File: config.mk
export PLATFORM = sky130hd
export DESIGN_NAME = conv_encoder_sys
export DESIGN_NICKNAME = d
export VERILOG_FILES = /design/src/rtl/conv_encoder_sys.sv
export SDC_FILE = /design/constraint.sdc
export NUM_CORES = 1
export LEC_CHECK = 0
export BUFFER_PORTS_ARGS = -buffer_cell sky130_fd_sc_hd__clkbuf_2
export CAP_MARGIN = 40
export CORE_UTILIZATION = 45
export DETAILED_ROUTE_END_ITERATION = 10
export GPL_TIMING_DRIVEN = 0
export PLACE_DENSITY = 0.68
export SETUP_SLACK_MARGIN = 0.15
export SYNTH_ARGS = -nofsm -noshare
export SYNTH_HDL_FRONTEND = slang
export SYNTH_SLANG_ARGS = --single-unit
File: constraint.sdc
create_clock -name clk -period 2.1 [get_ports clk]
set_clock_uncertainty 0.1 [all_clocks]
set_input_delay 0.105 -clock clk [delete_from_list [all_inputs] [get_ports clk]]
set_output_delay 0.105 -clock clk [all_outputs]
set_load 0.02 [all_outputs]
File: src/rtl/conv_encoder_sys.sv
// Rate-1/2 feed-forward convolutional encoder with selectable constraint
// length (3..6) and automatic zero-tail termination at end of frame.
//
// Ports:
//   clk, rst_n                 clock, asynchronous active-low reset
//   choose_constraint_length   K select (clamped to 3..6), sampled at frame start
//   in_valid/in_ready          input handshake for in_bit/in_last
//   in_bit, in_last            information bit, last-bit-of-frame marker
//   encoded_bits               [1]=g0 parity, [0]=g1 parity
//   out_valid/out_ready        output handshake for encoded_bits/out_last
//   out_last                   set on the final tail symbol of a frame
//   busy                       high while a frame is in DATA or TAIL
//   frame_bits                 info bits accepted in current/last frame (saturating)
module conv_encoder_sys #(
    parameter int unsigned MAX_K       = 6,   // must be >= 6 (generator tables cover K<=6)
    parameter int unsigned FRAME_CNT_W = 16
) (
    input  logic                   clk,
    input  logic                   rst_n,
    input  logic [2:0]             choose_constraint_length,
    input  logic                   in_valid,
    output logic                   in_ready,
    input  logic                   in_bit,
    input  logic                   in_last,
    output logic [1:0]             encoded_bits,
    output logic                   out_valid,
    input  logic                   out_ready,
    output logic                   out_last,
    output logic                   busy,
    output logic [FRAME_CNT_W-1:0] frame_bits
);

    localparam int unsigned SR_W  = MAX_K - 1;
    localparam int unsigned KW    = 3;
    localparam int unsigned GEN_W = 6;

    typedef enum logic [1:0] {
        ST_IDLE = 2'd0,
        ST_DATA = 2'd1,
        ST_TAIL = 2'd2
    } state_e;

    // Map any select value onto the legal range 3..6.
    function automatic logic [KW-1:0] clamp_k(input logic [KW-1:0] k);
        if (k < 3'd3) begin
            return 3'd3;
        end else if (k > 3'd6) begin
            return 3'd6;
        end else begin
            return k;
        end
    endfunction

    // Generators stored MSB-aligned in 6 bits; MSB taps the current bit.
    function automatic logic [GEN_W-1:0] gen_g0(input logic [KW-1:0] k);
        case (k)
            3'd3:    return 6'b111000; // 7
            3'd4:    return 6'b110100; // 15
            3'd5:    return 6'b100110; // 23
            default: return 6'b101011; // 53
        endcase
    endfunction

    function automatic logic [GEN_W-1:0] gen_g1(input logic [KW-1:0] k);
        case (k)
            3'd3:    return 6'b101000; // 5
            3'd4:    return 6'b111100; // 17
            3'd5:    return 6'b111010; // 35
            default: return 6'b111101; // 75
        endcase
    endfunction

    // Place a 6-bit generator at the top of the MAX_K-wide window.
    function automatic logic [MAX_K-1:0] align_gen(input logic [GEN_W-1:0] g);
        return MAX_K'(g) << (MAX_K - GEN_W);
    endfunction

    state_e                 state_q, state_d;
    logic [SR_W-1:0]        sr_q, sr_d;       // sr_q[SR_W-1] is the most recent past bit
    logic [KW-1:0]          k_q, k_d;
    logic [KW-1:0]          tail_q, tail_d;
    logic [FRAME_CNT_W-1:0] fb_q, fb_d;
    logic                   ov_q, ov_d;
    logic [1:0]             enc_q, enc_d;
    logic                   last_q, last_d;
    logic                   busy_q, busy_d;

    logic                   slot_free_c;
    logic                   in_ready_c;
    logic [KW-1:0]          k_sel_c;
    logic [MAX_K-1:0]       g0_c, g1_c;
    logic [MAX_K-1:0]       wnd_c;
    logic                   shift_in_c;
    logic [SR_W-1:0]        hist_c;
    logic                   load_c;
    logic                   last_sym_c;

    assign slot_free_c = !ov_q || out_ready;
    assign in_ready_c  = ((state_q == ST_IDLE) || (state_q == ST_DATA)) && slot_free_c;

    // Next-state, shift-register and output-stage logic.
    always_comb begin
        state_d    = state_q;
        sr_d       = sr_q;
        k_d        = k_q;
        tail_d     = tail_q;
        fb_d       = fb_q;
        ov_d       = ov_q;
        enc_d      = enc_q;
        last_d     = last_q;
        shift_in_c = 1'b0;
        hist_c     = sr_q;
        load_c     = 1'b0;
        last_sym_c = 1'b0;

        // A new frame uses the freshly clamped select; otherwise the latched K.
        k_sel_c = (state_q == ST_IDLE) ? clamp_k(choose_constraint_length) : k_q;
        g0_c    = align_gen(gen_g0(k_sel_c));
        g1_c    = align_gen(gen_g1(k_sel_c));

        if (ov_q && out_ready) begin
            ov_d   = 1'b0;
            last_d = 1'b0;
        end

        case (state_q)
            ST_IDLE: begin
                if (in_valid && in_ready_c) begin
                    load_c     = 1'b1;
                    shift_in_c = in_bit;
                    hist_c     = '0;
                    k_d        = k_sel_c;
                    fb_d       = FRAME_CNT_W'(1);
                    if (in_last) begin
                        state_d = ST_TAIL;
                        tail_d  = KW'(k_sel_c - 3'd1);
                    end else begin
                        state_d = ST_DATA;
                    end
                end
            end
            ST_DATA: begin
                if (in_valid && in_ready_c) begin
                    load_c     = 1'b1;
                    shift_in_c = in_bit;
                    fb_d       = (&fb_q) ? fb_q : fb_q + FRAME_CNT_W'(1);
                    if (in_last) begin
                        state_d = ST_TAIL;
                        tail_d  = KW'(k_q - 3'd1);
                    end
                end
            end
            ST_TAIL: begin
                if (slot_free_c) begin
                    load_c = 1'b1;
                    tail_d = KW'(tail_q - 3'd1);
                    if (tail_q == 3'd1) begin
                        last_sym_c = 1'b1;
                        state_d    = ST_IDLE;
                    end
                end
            end
            default: begin
                state_d = ST_IDLE;
            end
        endcase

        wnd_c = {shift_in_c, hist_c};

        if (load_c) begin
            ov_d   = 1'b1;
            enc_d  = {^(wnd_c & g0_c), ^(wnd_c & g1_c)};
            last_d = last_sym_c;
            // Clearing at frame end leaves no stale history below the K-1 window.
            sr_d   = last_sym_c ? '0 : wnd_c[MAX_K-1:1];
        end

        busy_d = (state_d != ST_IDLE);
    end

    // State and output registers.
    always_ff @(posedge clk or negedge rst_n) begin
        if (!rst_n) begin
            state_q <= ST_IDLE;
            sr_q    <= '0;
            k_q     <= 3'd3;
            tail_q  <= '0;
            fb_q    <= '0;
            ov_q    <= 1'b0;
            enc_q   <= 2'b00;
            last_q  <= 1'b0;
            busy_q  <= 1'b0;
        end else begin
            state_q <= state_d;
            sr_q    <= sr_d;
            k_q     <= k_d;
            tail_q  <= tail_d;
            fb_q    <= fb_d;
            ov_q    <= ov_d;
            enc_q   <= enc_d;
            last_q  <= last_d;
            busy_q  <= busy_d;
        end
    end

    assign in_ready     = in_ready_c;
    assign encoded_bits = enc_q;
    assign out_valid    = ov_q;
    assign out_last     = last_q;
    assign busy         = busy_q;
    assign frame_bits   = fb_q;

endmodule

* After elaboration in Yosys (flattened, before gate mapping)
Index checks and enable logic that the tools add are counted.
** Storage, ports and cells
- Latch bits :: 0
- Memory bits (read-only) :: 0
- Input port bits :: 9
- Memories kept :: 0
- Memory bits (writable) :: 0
- Flip-flop bits (word level) :: 34
** Cells by class
- Add/sub/neg operators :: 4
- Eq/ne operators :: 12
- Shift operators :: 0
- Multiply operators :: 0
- Multiplexer cells :: 36
- $lt $le $gt $ge :: 2
- Bitwise gates (word level) :: 2
- Div/mod/pow operators :: 0
- Reductions and logical operators :: 18
** Operator list (number)
- 16-bit 2-to-1 mux :: 3
- 16-bit case mux with 2 select lines :: 1
- 5-bit case mux with 3 select lines :: 2
- 3-bit 2-to-1 mux :: 8
- 16-bit by 1-bit adder with 16-bit output (second input constant) :: 1
- 16-bit AND reduction :: 1
- 5-bit 2-to-1 mux :: 3
- 6-bit AND :: 2
- 2-bit 2-to-1 mux :: 6
- 6-bit parity :: 2
- 1-bit 2-to-1 mux :: 10
- 3-bit case mux with 3 select lines :: 1
- 3-bit by 1-bit subtractor with 3-bit output (second input constant) :: 3
- 2-bit != test (second input constant) :: 4
- 3-bit equality test (second input constant) :: 2
- 2-bit case mux with 3 select lines :: 1
- 6-bit AND reduction :: 1
- 2-bit nonzero test :: 3
- 2-bit by 1-bit != test with 1-bit output (second input constant) :: 2
- 4-bit AND reduction :: 1
- 3-bit by 1-bit equality test with 1-bit output (second input constant) :: 1
- 3-bit by 2-bit equality test with 1-bit output (second input constant) :: 1
- 3-bit > comparator (second input constant) :: 1
- 1-bit logical AND :: 3
- 10 further kinds :: 11

* Longest topological paths before layout
- Depth in word-level cells :: 8
- Depth in mapped cells :: 8
- Depth with buffers taken out :: 7

* Worst setup path after synthesis
Ideal clock, no wire load.
- Path type :: flip-flop to flip-flop
- From :: register fb_q[0], in the netlist frame_bits[0]
- To :: register fb_q[2], in the netlist frame_bits[2]
- Data arrival time :: 1799 ps
- Library setup time :: 128 ps
- Required time :: 1872 ps
- Setup slack :: 73 ps
- Cell stages (with the launch flop) :: 8
- Clock period less this slack :: 2027 ps
- Cell sequence :: dfrtp_1 ha_1 nand4_1 nor4_1 a41oi_1 nand2_1 xor2_1 nor2_1
** Between the ends
- Longest elaborated chain between the ends :: 4
- Elaborated cells between the ends (all ways) :: 7
- Classes of those cells :: 1 x add/sub; 1 x eq/ne; 3 x mux; 2 x reduce/logical
** Ends and longest elaborated chain
- from (decl) :: RTL line 82 : logic [FRAME_CNT_W-1:0] fb_q, fb_d;
- from (signal assigned) :: RTL line 188 : fb_q <= '0;
- from (signal assigned) :: RTL line 198 : fb_q <= fb_d;
- 16-bit by 1-bit adder with 16-bit output :: RTL line 146 : fb_d = (&fb_q) ? fb_q : fb_q + FRAME_CNT_W'(1);
- 16-bit 2-to-1 mux :: RTL line 146
- 16-bit 2-to-1 mux :: RTL line 143 : if (in_valid && in_ready_c) begin
- 16-bit case mux with 2 select lines :: RTL line 126 : case (state_q)
Several ways; a longest one is shown, not always the timed one. The select of a mux whose other input is x is not followed.
A chain may end at the register's enable or synchronous reset.

* Worst setup path after layout
- From :: register state_q[0]
- To :: register enc_q[1], in the netlist encoded_bits[1]
** Between the ends
- Longest elaborated chain between the ends :: 8
- Elaborated cells between the ends (all ways) :: 20
- Classes of those cells :: 5 x eq/ne; 8 x mux; 1 x bitwise; 6 x reduce/logical
** Ends and longest elaborated chain
- from (decl) :: RTL line 78 : state_e state_q, state_d;
- from (signal assigned) :: RTL line 194 : state_q <= state_d;
- parallel branches: the longest is 8 deep, another holds 6-bit AND
- to (signal assigned) :: RTL line 200 : enc_q <= enc_d;
- to (decl) :: RTL line 84 : logic [1:0] enc_q, enc_d;
Several ways; the timed one is not identified.

==> flow_summary.toml <==
[outcome]
outcome = "complete, no violations"

[global_route]
top_usage_layer = "met2"
met1_usage = 0.3005
antenna_found_initial = 0
grt_pass1_vias = 1697
met2_usage = 0.3750
grtUsageMet3 = 0.04441
grt_pass1_wl_um = 7928
overflow = 0
grt_max_degree = 21
grt.total_usage = 0.2298

[floorplan]
die_x_um = 68.68
fp.coreArea_mm2 = 0.004144
die_area_mm2 = 0.004716
start_util = 0.4828
ioPinCount = 31
placementRows = 23
chipHeight_um = 68.68

[finish]
drive_gt1_frac = 0.3659
num_antenna_cells = 0
syn_to_final_growth_pct = 33.58
finalNonFillerCells = 326
mostFrequentLayoutCells = "nand2_1, clkbuf_2, dfrtp_1, nor2_1, nand3_1"
fin_util = 0.6449
fin_nets = 288
layout_commonest_cell = "nand2_1"

[detailed_routing]
vias_per_cell = 5.607
drt_wl_total_um = 5097
firstDrtPassIters = 4
num_vias = 1828
drc = 0
drtIter0Drc = 110
routedWlPerCell_um = 15.63
detail-route-antenna-nets = 0

[flow_run]
max_cap_viol_count = 0

[clocking]
root_buffer = "clkbuf_8"
cts.sink_count = 34
ctsHtreeMaxLevel = 2
clk_pin_slew_ns = 0.07
clk_latency_ns = 0.29
cts_tree = "done"
cts_buffers = 5
cts_buffer_depth = 2

[placement]
dpl.cell_count = 304
dp_hpwl_um = 3351
numPortBuffers = 30
dp_slack_ns = -0.05679
place_congestion = 0.8863

[setup_path]
r2r_slack_ns = 0.05
worstPathMaxFanout = 6
worstReg2RegStart = "state_q[0]"
cpPeakStageDelay_ns = 0.57
required_ns = 2.22
setup.worst_path.start_class = "flip-flop"
startpoint = "state_q[0]"
endpoint = "encoded_bits[1]"
r2r_cells = 7
crit_path_cell_trace = "buf_6 > or4b_4 > o221a_2 > a31oi_1 > o32ai_2 > a211o_1 > nand3_1"
r2r_end = "encoded_bits[1]"
cp.arrival_ns = 2.18
path_class = "flip-flop to flip-flop"
worst_path_max_delay_cell = "or4b_4"
end_kind = "flip-flop"

[power]
vdd_drop_max_v = 0.0006461
power_density_mw_per_mm2 = 1306
p_leak_nw = 1.230
finalPower_mw = 3.491

[timing]
fmax_mhz = 487.1
final-hold-violation-count = 0
worst_slew_pin_slew_ns = 0.4812
rsz0062_at_grt = "yes"
hold_ws_ns = 0.04730
fin_ws_ns = 0.04688
final_max_slew_viol_count = 0
worst_slew_margin_rel = 0.6773
finalCriticalPeriod_ns = 2.053
finalCritPeriodShare = 0.9777
finalSetupViolCount = 0

[min_path]
hold_class = "input pin to flip-flop"

[yosys]
ys_warn_count = 0
yosys_register_bits = 34
synth_area_mm2 = 0.002001
async_reset_ff_frac = 1.000
synth_ff_type = "dfrtp_1"
syn_inst = 223
syn_avg_cell_area_um2 = 8.972
synth_edf_count = 0
synth_seq_area_share = 0.4265
ys_types = 55
synthesis.nets = 236
logic make-up after synthesis:
logic type | Yosys count | share of synthesized area
simple gates | 108 | 0.2708
compound gates | 42 | 0.1464
flops | 34 | 0.4265
xor+xnor | 15 | 0.07255
buf+inv | 15 | 0.03314
mux | 5 | 0.02564
fa+ha+maj | 4 | 0.02502
cell usage after synthesis (all sizes together) (2+ instances only):
cell / number / area, um^2
dfrtp: 32 / 800.8
buf: 4 / 25.02
a22oi: 2 / 15.01
o21ai: 13 / 76.33
a211o: 2 / 17.52
xor2: 9 / 78.83
nor4: 2 / 12.51
clkbuf: 5 / 18.77
xnor2: 5 / 43.79
and3: 3 / 18.77
mux2i: 4 / 40.04
nor2b: 6 / 45.04
nand2: 36 / 137.6
nor2: 21 / 81.33
nand3: 16 / 80.08
nor3: 3 / 15.01
or4: 2 / 18.77
a21oi: 7 / 35.03
dfstp: 2 / 52.55
nand4: 4 / 25.02
a31oi: 2 / 12.51
a22o: 3 / 26.28
ha: 4 / 50.05
inv: 6 / 22.52
o31ai: 2 / 15.01
nand2b: 6 / 37.54
or2: 3 / 18.77
area by class of cell:
type / instances / area (um^2)
Fill cell: 359 / 1471
Multi-Input combinational cell: 174 / 1275
Sequential cell: 34 / 858.3
Timing Repair Buffer: 45 / 291.5
Clock buffer: 7 / 86.33
Buffer: 9 / 71.32
Tap cell: 50 / 62.56
Inverter: 6 / 22.52
Clock inverter: 1 / 5.005
registers in the layout (all words and copies together) (netlist names):
register      cells
state_q           2
tail_q            3
sr_q              5
out_valid         1
busy              1
out_last          1
frame_bits       16
k_q               3
encoded_bits      2
stage by stage:
stage / cell area [um^2] / TNS [ns]
CTS: 2452 / 0
floorplan: 2009 / 0
detailed placement: 2250 / -0.2998
global placement: 2222 / -0.06551
finish: 2673 / 0
global route: 2673 / -0.1459
worst max-delay path, delay by kind of cell (launching register included):
| family | cells | cell delay [ns] |
|---|---|---|
| simple gates | 2 | 0.63 |
| flops | 1 | 0.38 |
| compound gates | 4 | 0.74 |
| buf+inv | 1 | 0.13 |
repair_timing:
action                                  CTS  global route
endpoints found under the setup margin   24            26
endpoints found under the hold margin    35             0
hold buffers                              2             0
gates cloned                              0             0
pin swaps                                 6            13
resized for setup                        16            43
setup buffers                             4             8
worst min path at each step:
stage / slack [ns] / startpoint / end / cells after the start
after floorplan: -0.29 / rst_n / busy / 0
after global placement: 0.16 / rst_n / frame_bits[7] / 1
after detailed placement: -0.04 / rst_n / frame_bits[10] / 1
after CTS: 0.02 / choose_constraint_length[2] / k_q[2] / 3
after global routing: 0.08 / out_ready / out_last / 3
final: 0.05 / out_ready / out_last / 3
metal layers:
| layer | wire length, um | share of wire |
|---|---|---|
| met5 | 0 | 0 |
| met2 | 2419 | 0.47 |
| met3 | 197 | 0.039 |
| met1 | 2379 | 0.47 |
| met4 | 99 | 0.019 |
where the power goes:
group / switching, mW / total (mW) / internal [mW]
Clock: 0.239 / 0.503 / 0.264
Combinational: 1.07 / 1.95 / 0.884
Sequential: 0.181 / 1.03 / 0.853
Total: 1.49 / 3.49 / 2.00
(Power assumes the default switching activity.)
